===== config.mk =====
export PLATFORM = sky130hd
export DESIGN_NAME = flu_wb_arbiter
export DESIGN_NICKNAME = d
export VERILOG_FILES = /design/src/rtl/OoO_pkg.sv /design/src/rtl/flu_wb_fifo.sv /design/src/rtl/flu_wb_arbiter.sv
export SDC_FILE = /design/constraint.sdc
export NUM_CORES = 1
export LEC_CHECK = 0
export BUFFER_PORTS_ARGS = -buffer_cell sky130_fd_sc_hd__buf_2
export CAP_MARGIN = 0
export CELL_PAD_IN_SITES_DETAIL_PLACEMENT = 1
export CELL_PAD_IN_SITES_GLOBAL_PLACEMENT = 2
export CORE_MARGIN = 2
export CORE_UTILIZATION = 24
export CTS_BUF_LIST = sky130_fd_sc_hd__clkbuf_8
export DETAILED_ROUTE_END_ITERATION = 6
export GPL_TIMING_DRIVEN = 0
export HOLD_SLACK_MARGIN = 0.06
export PLACE_DENSITY_LB_ADDON = 0.05
export RECOVER_POWER = 25
export SLEW_MARGIN = 20
export SYNTH_ARGS = -nofsm -noshare
export SYNTH_HDL_FRONTEND = slang
export SYNTH_HIERARCHICAL = 1
export SYNTH_SLANG_ARGS = --single-unit

===== constraint.sdc =====
create_clock -name clock -period 2.7 [get_ports clock]
set_input_delay 0.135 -clock clock [delete_from_list [all_inputs] [get_ports clock]]
set_output_delay 0.135 -clock clock [all_outputs]
set_load 0.05 [all_outputs]

===== src/rtl/OoO_pkg.sv =====
// Shared types and defaults for the FLU writeback arbiter.
package OoO_pkg;

    localparam int unsigned ScoreboardIndex = 4;
    localparam int unsigned FluWbDepth      = 2;
    localparam int unsigned FluStarveLimit  = 4;

    typedef struct packed {
        logic [ScoreboardIndex-1:0] idx;
        logic [31:0]                data;
    } flu_wb_entry_t;

    typedef enum logic [1:0] {
        WB_NONE,
        WB_OC,
        WB_FIFO,
        WB_MDU
    } wb_src_t;

endpackage


===== src/rtl/flu_wb_fifo.sv =====
// In-order holding FIFO for MDU results that lost the writeback port.
module flu_wb_fifo
    import OoO_pkg::*;
#(
    parameter int unsigned DEPTH = FluWbDepth,
    localparam int unsigned PTR_W = $clog2(DEPTH),
    localparam int unsigned CNT_W = $clog2(DEPTH + 1)
) (
    input  logic               clock,
    input  logic               reset,
    input  logic               flush,
    input  logic               push,
    input  flu_wb_entry_t      push_entry,
    input  logic               pop,
    output flu_wb_entry_t      head,
    output logic [CNT_W-1:0]   count,
    output logic               full,
    output logic               empty
);

    flu_wb_entry_t    mem [DEPTH];
    logic [PTR_W-1:0] rd_ptr;
    logic [PTR_W-1:0] wr_ptr;

    // DEPTH is a power of two, so the pointers wrap on natural overflow.
    always_ff @(posedge clock) begin
        if (reset || flush) begin
            rd_ptr <= '0;
            wr_ptr <= '0;
            count  <= '0;
        end else begin
            if (push) begin
                wr_ptr <= wr_ptr + PTR_W'(1);
            end
            if (pop) begin
                rd_ptr <= rd_ptr + PTR_W'(1);
            end
            case ({push, pop})
                2'b10:   count <= count + CNT_W'(1);
                2'b01:   count <= count - CNT_W'(1);
                default: count <= count;
            endcase
        end
    end

    always_ff @(posedge clock) begin
        if (push) begin
            mem[wr_ptr] <= push_entry;
        end
    end

    assign head  = mem[rd_ptr];
    assign full  = (count == CNT_W'(DEPTH));
    assign empty = (count == '0);

endmodule


===== src/rtl/flu_wb_arbiter.sv =====
// Shares the FLU writeback port between one-cycle FUs and the MDU; one-cycle results always win.
module flu_wb_arbiter
    import OoO_pkg::*;
#(
    parameter int unsigned DEPTH        = FluWbDepth,
    parameter int unsigned STARVE_LIMIT = FluStarveLimit
) (
    input  logic                       clock,
    input  logic                       reset,
    input  logic                       flush,
    input  logic                       oc_valid,
    input  logic [ScoreboardIndex-1:0] oc_idx,
    input  logic [31:0]                oc_data,
    input  logic                       mdu_finish,
    input  logic [ScoreboardIndex-1:0] mdu_idx,
    input  logic [31:0]                mdu_result,
    output logic                       mdu_ready,
    output logic                       issue_block,
    output logic                       wb_valid,
    output logic [ScoreboardIndex-1:0] wb_idx,
    output logic [31:0]                wb_data,
    output logic [31:0]                conflict_cnt
);

    localparam int unsigned CNT_W = $clog2(DEPTH + 1);
    localparam int unsigned ST_W  = $clog2(STARVE_LIMIT + 1);

    flu_wb_entry_t    fifo_head;
    flu_wb_entry_t    mdu_entry;
    logic [CNT_W-1:0] fifo_count;
    logic             fifo_full;
    logic             fifo_empty;
    logic             push;
    logic             pop;
    logic [ST_W-1:0]  starve_cnt;
    wb_src_t          src;

    assign mdu_entry = '{idx: mdu_idx, data: mdu_result};

    flu_wb_fifo #(
        .DEPTH(DEPTH)
    ) u_fifo (
        .clock      (clock),
        .reset      (reset),
        .flush      (flush),
        .push       (push),
        .push_entry (mdu_entry),
        .pop        (pop),
        .head       (fifo_head),
        .count      (fifo_count),
        .full       (fifo_full),
        .empty      (fifo_empty)
    );

    always_comb begin
        src = WB_NONE;
        pop = 1'b0;
        if (!reset && !flush) begin
            if (oc_valid) begin
                src = WB_OC;
            end else if (!fifo_empty) begin
                src = WB_FIFO;
                pop = 1'b1;
            end else if (mdu_finish) begin
                src = WB_MDU;
            end
        end
    end

    // A bypassed MDU result is never pushed; only results that lose the port queue up.
    always_comb begin
        mdu_ready = !reset && (flush || !fifo_full || pop);
        push      = mdu_finish && mdu_ready && !flush && (oc_valid || !fifo_empty);
    end

    always_comb begin
        wb_valid = 1'b0;
        wb_idx   = '0;
        wb_data  = '0;
        case (src)
            WB_OC: begin
                wb_valid = 1'b1;
                wb_idx   = oc_idx;
                wb_data  = oc_data;
            end
            WB_FIFO: begin
                wb_valid = 1'b1;
                wb_idx   = fifo_head.idx;
                wb_data  = fifo_head.data;
            end
            WB_MDU: begin
                wb_valid = 1'b1;
                wb_idx   = mdu_idx;
                wb_data  = mdu_result;
            end
            default: ;
        endcase
    end

    assign issue_block = reset || fifo_full || (starve_cnt >= ST_W'(STARVE_LIMIT));

    always_ff @(posedge clock) begin
        if (reset || flush) begin
            starve_cnt <= '0;
        end else if (fifo_empty || pop) begin
            starve_cnt <= '0;
        end else if (oc_valid && (starve_cnt < ST_W'(STARVE_LIMIT))) begin
            starve_cnt <= starve_cnt + ST_W'(1);
        end
    end

    always_ff @(posedge clock) begin
        if (reset) begin
            conflict_cnt <= '0;
        end else if (oc_valid && (!fifo_empty || mdu_finish) && (conflict_cnt != '1)) begin
            conflict_cnt <= conflict_cnt + 32'd1;
        end
    end

    always_ff @(posedge clock) begin
        if (!reset) begin
            assert (!(mdu_finish && !mdu_ready));
            assert (!(oc_valid && issue_block));
        end
    end

endmodule


# After elaboration in Yosys (flattened, before gate mapping)
# Memories as Yosys holds them, arrays and structs flattened. A register that Yosys moved wholly into a read port is not among the register bits.
# Index checks and enable logic that the tools add are counted.
# Widths: inputs -> output; s select.
[word_totals]
register_bits = 39
memories = 1
ram_bits = 72
wordCells = 60
[classes]
n_reduce_logical = 24
order_cmp = 2
muxes = 15
eq_ne = 7
addsub = 6
[memory_table]
columns = ["name", "depth", "word_bits", "rd", "rd_clocked_by_memory_dff", "wr", "line", "source"]
rows = [
  ["u_fifo.mem", 2, 36, 1, 1, 1, "flu_wb_fifo.sv:21", "flu_wb_entry_t mem [DEPTH];"],
]
[op_table]
columns = ["operator", "n"]
rows = [
  ["$pmux 32 s3", 1],
  ["$add 32x1->32 const B", 1],
  ["$ne 32x32->1 const B", 1],
  ["$pmux 4 s3", 1],
  ["$eq 2x2->1 const B", 4],
  ["$logic_and 1x1->1", 8],
  ["$logic_or 1x1->1", 8],
  ["$mux 1", 8],
  ["$mux 2", 4],
  ["$eq 2x1->1 const B", 2],
  ["$logic_not 1->1", 4],
  ["$pmux 2 s2", 1],
  ["$add 3x1->3 const B", 1],
  ["$ge 3x3->1 const B", 1],
  ["$lt 3x3->1 const B", 1],
  ["$reduce_or 3->1", 1],
  ["$add 1x1->1 const B", 2],
  ["$add 2x1->2 const B", 1],
  ["$logic_not 2->1", 1],
  ["$reduce_bool 2->1", 1],
  ["$reduce_or 2->1", 1],
  ["$sub 2x1->2 const B", 1],
]

# Longest topological paths before layout
[logic_depth]
word_depth = 11
ltp_mapped = 9
ltp_nobuf = 9

# Cells and area by module
# The synthesis kept the hierarchy.
[modules_own_cells]
columns = ["mod", "area_each_um2", "instances", "cells_each"]
rows = [
  ["flu_wb_fifo", 2800.2, 1, 134],
  ["flu_wb_arbiter", 2444.8, 1, 303],
]

# Worst setup path after synthesis
# OpenSTA, ideal clock, no wires.
[synth_path]
path_type = "register -> register"
start = "register u_fifo.count[0]"
end = "memory u_fifo/mem[0][0] (netlist name), enable pin"
path_stages_with_launch = 6
setup_time_ns = 0.429
path_buffers = 0
arrival_time_ns = 2.507
slack_ns = -0.237
required_time_ns = 2.271
path_cell_list = "dfxtp_1 > and2b_2 > a21oi_1 > and3_1 > inv_1 > nor2_1"
[synth_via]
elab_cells_between_ends = 16
classes_between = "eq/ne (1); mux (5); reduce/logical (10)"
[synth_rtl]
columns = ["element", "line", "source"]
rows = [
  ["from (decl)", "flu_wb_fifo.sv:16", "output logic [CNT_W-1:0] count,"],
  ["from (signal assigned)", "flu_wb_fifo.sv:39", "2'b10: count <= count + CNT_W'(1);"],
  ["from (signal assigned)", "flu_wb_fifo.sv:40", "2'b01: count <= count - CNT_W'(1);"],
  ["from (signal assigned)", "flu_wb_fifo.sv:41", "default: count <= count;"],
  ["$eq 2x2->1", "flu_wb_fifo.sv:53", "assign full = (count == CNT_W'(DEPTH));"],
  ["net fifo_full", "flu_wb_arbiter.sv:31", "logic fifo_full;"],
  ["$logic_not 1->1", "flu_wb_arbiter.sv:72", "mdu_ready = !reset && (flush || !fifo_full || pop);"],
  ["$logic_or 1x1->1 (2 in series)", "flu_wb_arbiter.sv:72", ""],
  ["$logic_and 1x1->1", "flu_wb_arbiter.sv:72", ""],
  ["$logic_and 1x1->1 (3 in series)", "flu_wb_arbiter.sv:73", "push = mdu_finish && mdu_ready && !flush && (oc_valid || !fifo_empty);"],
  ["net push", "flu_wb_arbiter.sv:33", "logic push;"],
  ["$mux 1", "flu_wb_fifo.sv:47", "if (push) begin"],
  ["$mux 1 (not written as such)", "flu_wb_fifo.sv:48", "mem[wr_ptr] <= push_entry;"],
  ["to (decl)", "flu_wb_fifo.sv:21", ""],
]
# The timed path passes the listed nets, and every way through them passes these cells.

# Final worst setup path
[layout_path]
start = "register u_fifo.count[0]"
end = "register u_fifo.count[1]"
[layout_via]
elab_chain_len = 11
elab_cells_between_ends = 20
classes_between = "add/sub (2); eq/ne (3); mux (4); reduce/logical (11)"
[layout_lines]
columns = ["element", "line", "source"]
rows = [
  ["$logic_not 2->1 *", "flu_wb_fifo.sv:54", "assign empty = (count == '0);"],
  ["net fifo_empty", "flu_wb_arbiter.sv:32", "logic fifo_empty;"],
  ["$mux 1 *", "flu_wb_arbiter.sv:61", "end else if (!fifo_empty) begin"],
  ["$mux 1 *", "flu_wb_arbiter.sv:59", "if (oc_valid) begin"],
  ["$mux 1 *", "flu_wb_arbiter.sv:58", "if (!reset && !flush) begin"],
  ["net pop", "flu_wb_arbiter.sv:34", "logic pop;"],
  ["$logic_or 1x1->1", "flu_wb_arbiter.sv:72", ""],
  ["$logic_and 1x1->1", "flu_wb_arbiter.sv:72", ""],
  ["$logic_and 1x1->1 (3 in series)", "flu_wb_arbiter.sv:73", ""],
  ["$eq 2x1->1 or $eq 2x2->1 (tied branches)", "flu_wb_fifo.sv:38", "case ({push, pop})"],
  ["$pmux 2 s2 or $reduce_bool 2->1 (tied branches)", "--", ""],
]
# The timed path passes the listed nets; every way through them passes the cells marked *.
# A chain may end at the register's enable or synchronous reset.

==> results.json <==
{
  "leakagePower_nw": 2.743,
  "grt_first_pass_wirelength_um": 27700,
  "critPathBufInv": 1,
  "stdcell_area_um2": 6945,
  "worstPathMaxFanout": 11,
  "synthXorXnorAreaFrac_pct": 1.503,
  "slowest_delay_ns": 0.55,
  "dp.cells": 866,
  "wl_per_cell_um": 18.64,
  "maxSlewViolCount": 0,
  "hold_path.class": "in2reg",
  "critPathKind": "reg2reg",
  "grt_pass1_vias": 4696,
  "cts_tree": "done",
  "cts.path.max_buffers": 2,
  "final_nets": 715,
  "track_usage_pct": 15.20,
  "ys_warn_count": 6,
  "io_pins": 148,
  "overflow": 0,
  "async_reset_ff_share_pct": 0,
  "clockRootBuffer": "clkbuf_8",
  "ant_nets": 0,
  "drc": 0,
  "drv_cap": 0,
  "htreeDepth": 3,
  "final_cell_mix": "buf_2, edfxtp_1, inv_1, dfxtp_1, dlygate4sd3_1",
  "crit_path_top_delay_cell": "clkbuf_1",
  "synth-compound-area-share_pct": 13.98,
  "antenna-diode-count": 0,
  "setup_viol": 0,
  "highest_layer": "met4",
  "cts_setup_buffers": 0,
  "status": "completed",
  "layout_setup_ws_ns": 0.1881,
  "critPathCaptureType": "flop",
  "cp_top_family": "simple AND/OR/NAND/NOR gates",
  "grt_start_max_net_pins": 26,
  "yosys.area_share.simple_pct": 13.31,
  "met3WireLength_um": 804,
  "dp_hpwl_um": 12450,
  "dieArea_um2": 23050,
  "cts_sinks": 112,
  "gp_congestion": 0.7434,
  "layout-drive-gt1-share_pct": 32.39,
  "dpl_cell_area_um2": 6380,
  "synth_edf_count": 72,
  "worst_slew_pin_slew_ns": 0.7363,
  "finalCriticalPeriod_ns": 2.512,
  "rsz0062_at_grt": "no",
  "row_count": 54,
  "numCtsBuffers": 9,
  "irDropWorstVdd_v": 0.0001986,
  "io_buffers": 147,
  "synth.distinct_cells": 51,
  "final_common_cell": "buf_2",
  "cp.arrival_ns": 2.80,
  "stdcell_count": 919,
  "post_synth.cell_area_avg_um2": 12.00,
  "fin_crit_sh_pct": 93.03,
  "max_freq_mhz": 398.1,
  "power_w": 0.003253,
  "cp.required_ns": 2.99,
  "wl_met2_um": 8645,
  "synth_cells": 437,
  "area_growth_pct": 32.42,
  "die_w_um": 151.8,
  "routedLengthMet1_um": 7513,
  "startpoint_type": "flop",
  "slew_headroom_pct": 50.91,
  "worstPathCellList": "nor2_2 -> nor4_1 -> clkbuf_1 -> ha_1 -> or3_1 -> a211oi_1",
  "ys_ff_latch": 112,
  "path_clk_slew_ns": 0.12,
  "grt_antenna_before_repair": 0,
  "n_fill_cell": 2445,
  "firstDrtPassIters": 6,
  "ys_seq_area_share_pct": 56.49,
  "viasPerCell": 4.831,
  "core_region_area_um2": 21620,
  "start_util_pct": 24.26,
  "synth_flop_cell": "edfxtp_1",
  "synth_nets": 517,
  "fin_skew_ns": 0.01918,
  "first_iter_violations": 306,
  "synth_fa_ha_area_share_pct": 0.7156,
  "dieHeight_um": 151.8,
  "clk_latency_ns": 0.39,
  "pre_cts_ws_ns": -0.1368,
  "wl_um": 17130,
  "synth_area_um2": 5245,
  "powerDensity_nw_per_um2": 468.3,
  "muxShareOfSynthArea_pct": 8.111,
  "synth_top_family_by_area": "compound AO/OA/AOI/OAI gates",
  "hold_viol": 0,
  "vias": 4440
}
## cells by family (layout without fill, tap and decap cells)
kind of cell               count (synthesis)  after routing
adders and majority gates                  3              3
and+or+nand+nor                          113            113
buffers and inverters                     65            267
muxes                                     38             38
xor gates and xnor gates                   9              9
AOI/OAI and AO/OA                         97             97
DFF                                      112            112
## cells in the mapped netlist, types with 3 or more instances
master	number	area [um^2]
or4_1	8	60.06
or3_1	18	112.6
xnor2_1	5	43.79
nand3_1	9	45.04
ha_1	3	37.54
dfxtp_1	40	800.8
and3_1	4	25.02
a21oi_1	25	125.1
nand2_1	13	48.80
nand4_2	3	37.54
buf_2	5	25.02
xor2_1	4	35.03
inv_1	40	150.1
and2_1	5	31.28
o21ai_0	5	25.02
nor2_1	13	48.80
buf_6	3	33.78
o21ai_1	12	60.06
nor3_1	9	45.04
a222oi_1	36	360.4
mux2_2	36	405.4
edfxtp_1	72	2162
clkbuf_1	14	52.55
o31ai_1	8	60.06
nand4_1	9	56.30
## area by class of cell
class                           instances  area (um^2)  share of cell area [%]
Sequential cell                       112         2963                   42.66
Multi-Input combinational cell        260         1989                   28.64
Timing Repair Buffer                  188         1126                   16.21
Tap cell                              280        350.3                   5.044
Buffer                                 24        166.4                   2.396
Inverter                               40        150.1                   2.162
Clock buffer                            9        123.9                   1.783
Clock inverter                          6        76.32                   1.099
## state kept, by name, indices dropped and copies added, names as in the netlist, named ones only
register / count
starve_cnt: 3
u_fifo/count: 2
conflict_cnt: 32
u_fifo/rd_ptr: 1
u_fifo/wr_ptr: 1
u_fifo/mem: 72
## per-stage QoR
stage          TNS [ns]  util, %  hold slack, ns
3_3_place_gp     -30.74    29.29          0.3383
2_1_floorplan         0        -          0.2078
5_1_grt               0    32.12          0.1103
4_1_cts               0    32.27         0.08175
3_5_place_dp     -2.888    29.51          0.3449
6_report              0    32.12          0.1133
## layer usage
metal | track usage [%] | vias up
li1 | - | 2100
met3 | 2.681 | 11
met2 | 26.49 | 117
met5 | 0 | -
met1 | 19.64 | 2212
met4 | 3.605 | 0
## timing repair
item                                   CTS  global route
resized for setup                        8             6
hold buffers                            39             0
endpoints found under the hold margin   77             0
setup endpoints to repair               36            28
## final timing paths
check | depth (start not counted) | slack (ns) | to | startpoint
max | 6 | 0.19 | u_fifo/count[1] | u_fifo/count[0]
min | 3 | 0.11 | starve_cnt[1] | oc_valid
max reg2reg | 6 | 0.19 | u_fifo/count[1] | u_fifo/count[0]
min reg2reg | 2 | 0.53 | conflict_cnt[22] | conflict_cnt[22]
## worst reg2reg max path, cell delays in order (launching register included)
cell	delay (ns)
dfxtp_1	0.43
nor2_2	0.11
nor4_1	0.31
clkbuf_1	0.55
ha_1	0.39
or3_1	0.38
a211oi_1	0.26
## where the power goes
part	switching (W)	total, W	internal, W
combinational	0.000231	0.000369	0.000138
sequential	0.00000541	0.00184	0.00183
clock	0.000606	0.00105	0.000440
total	0.000842	0.00325	0.00241
Power figures use the tool's default switching activity.
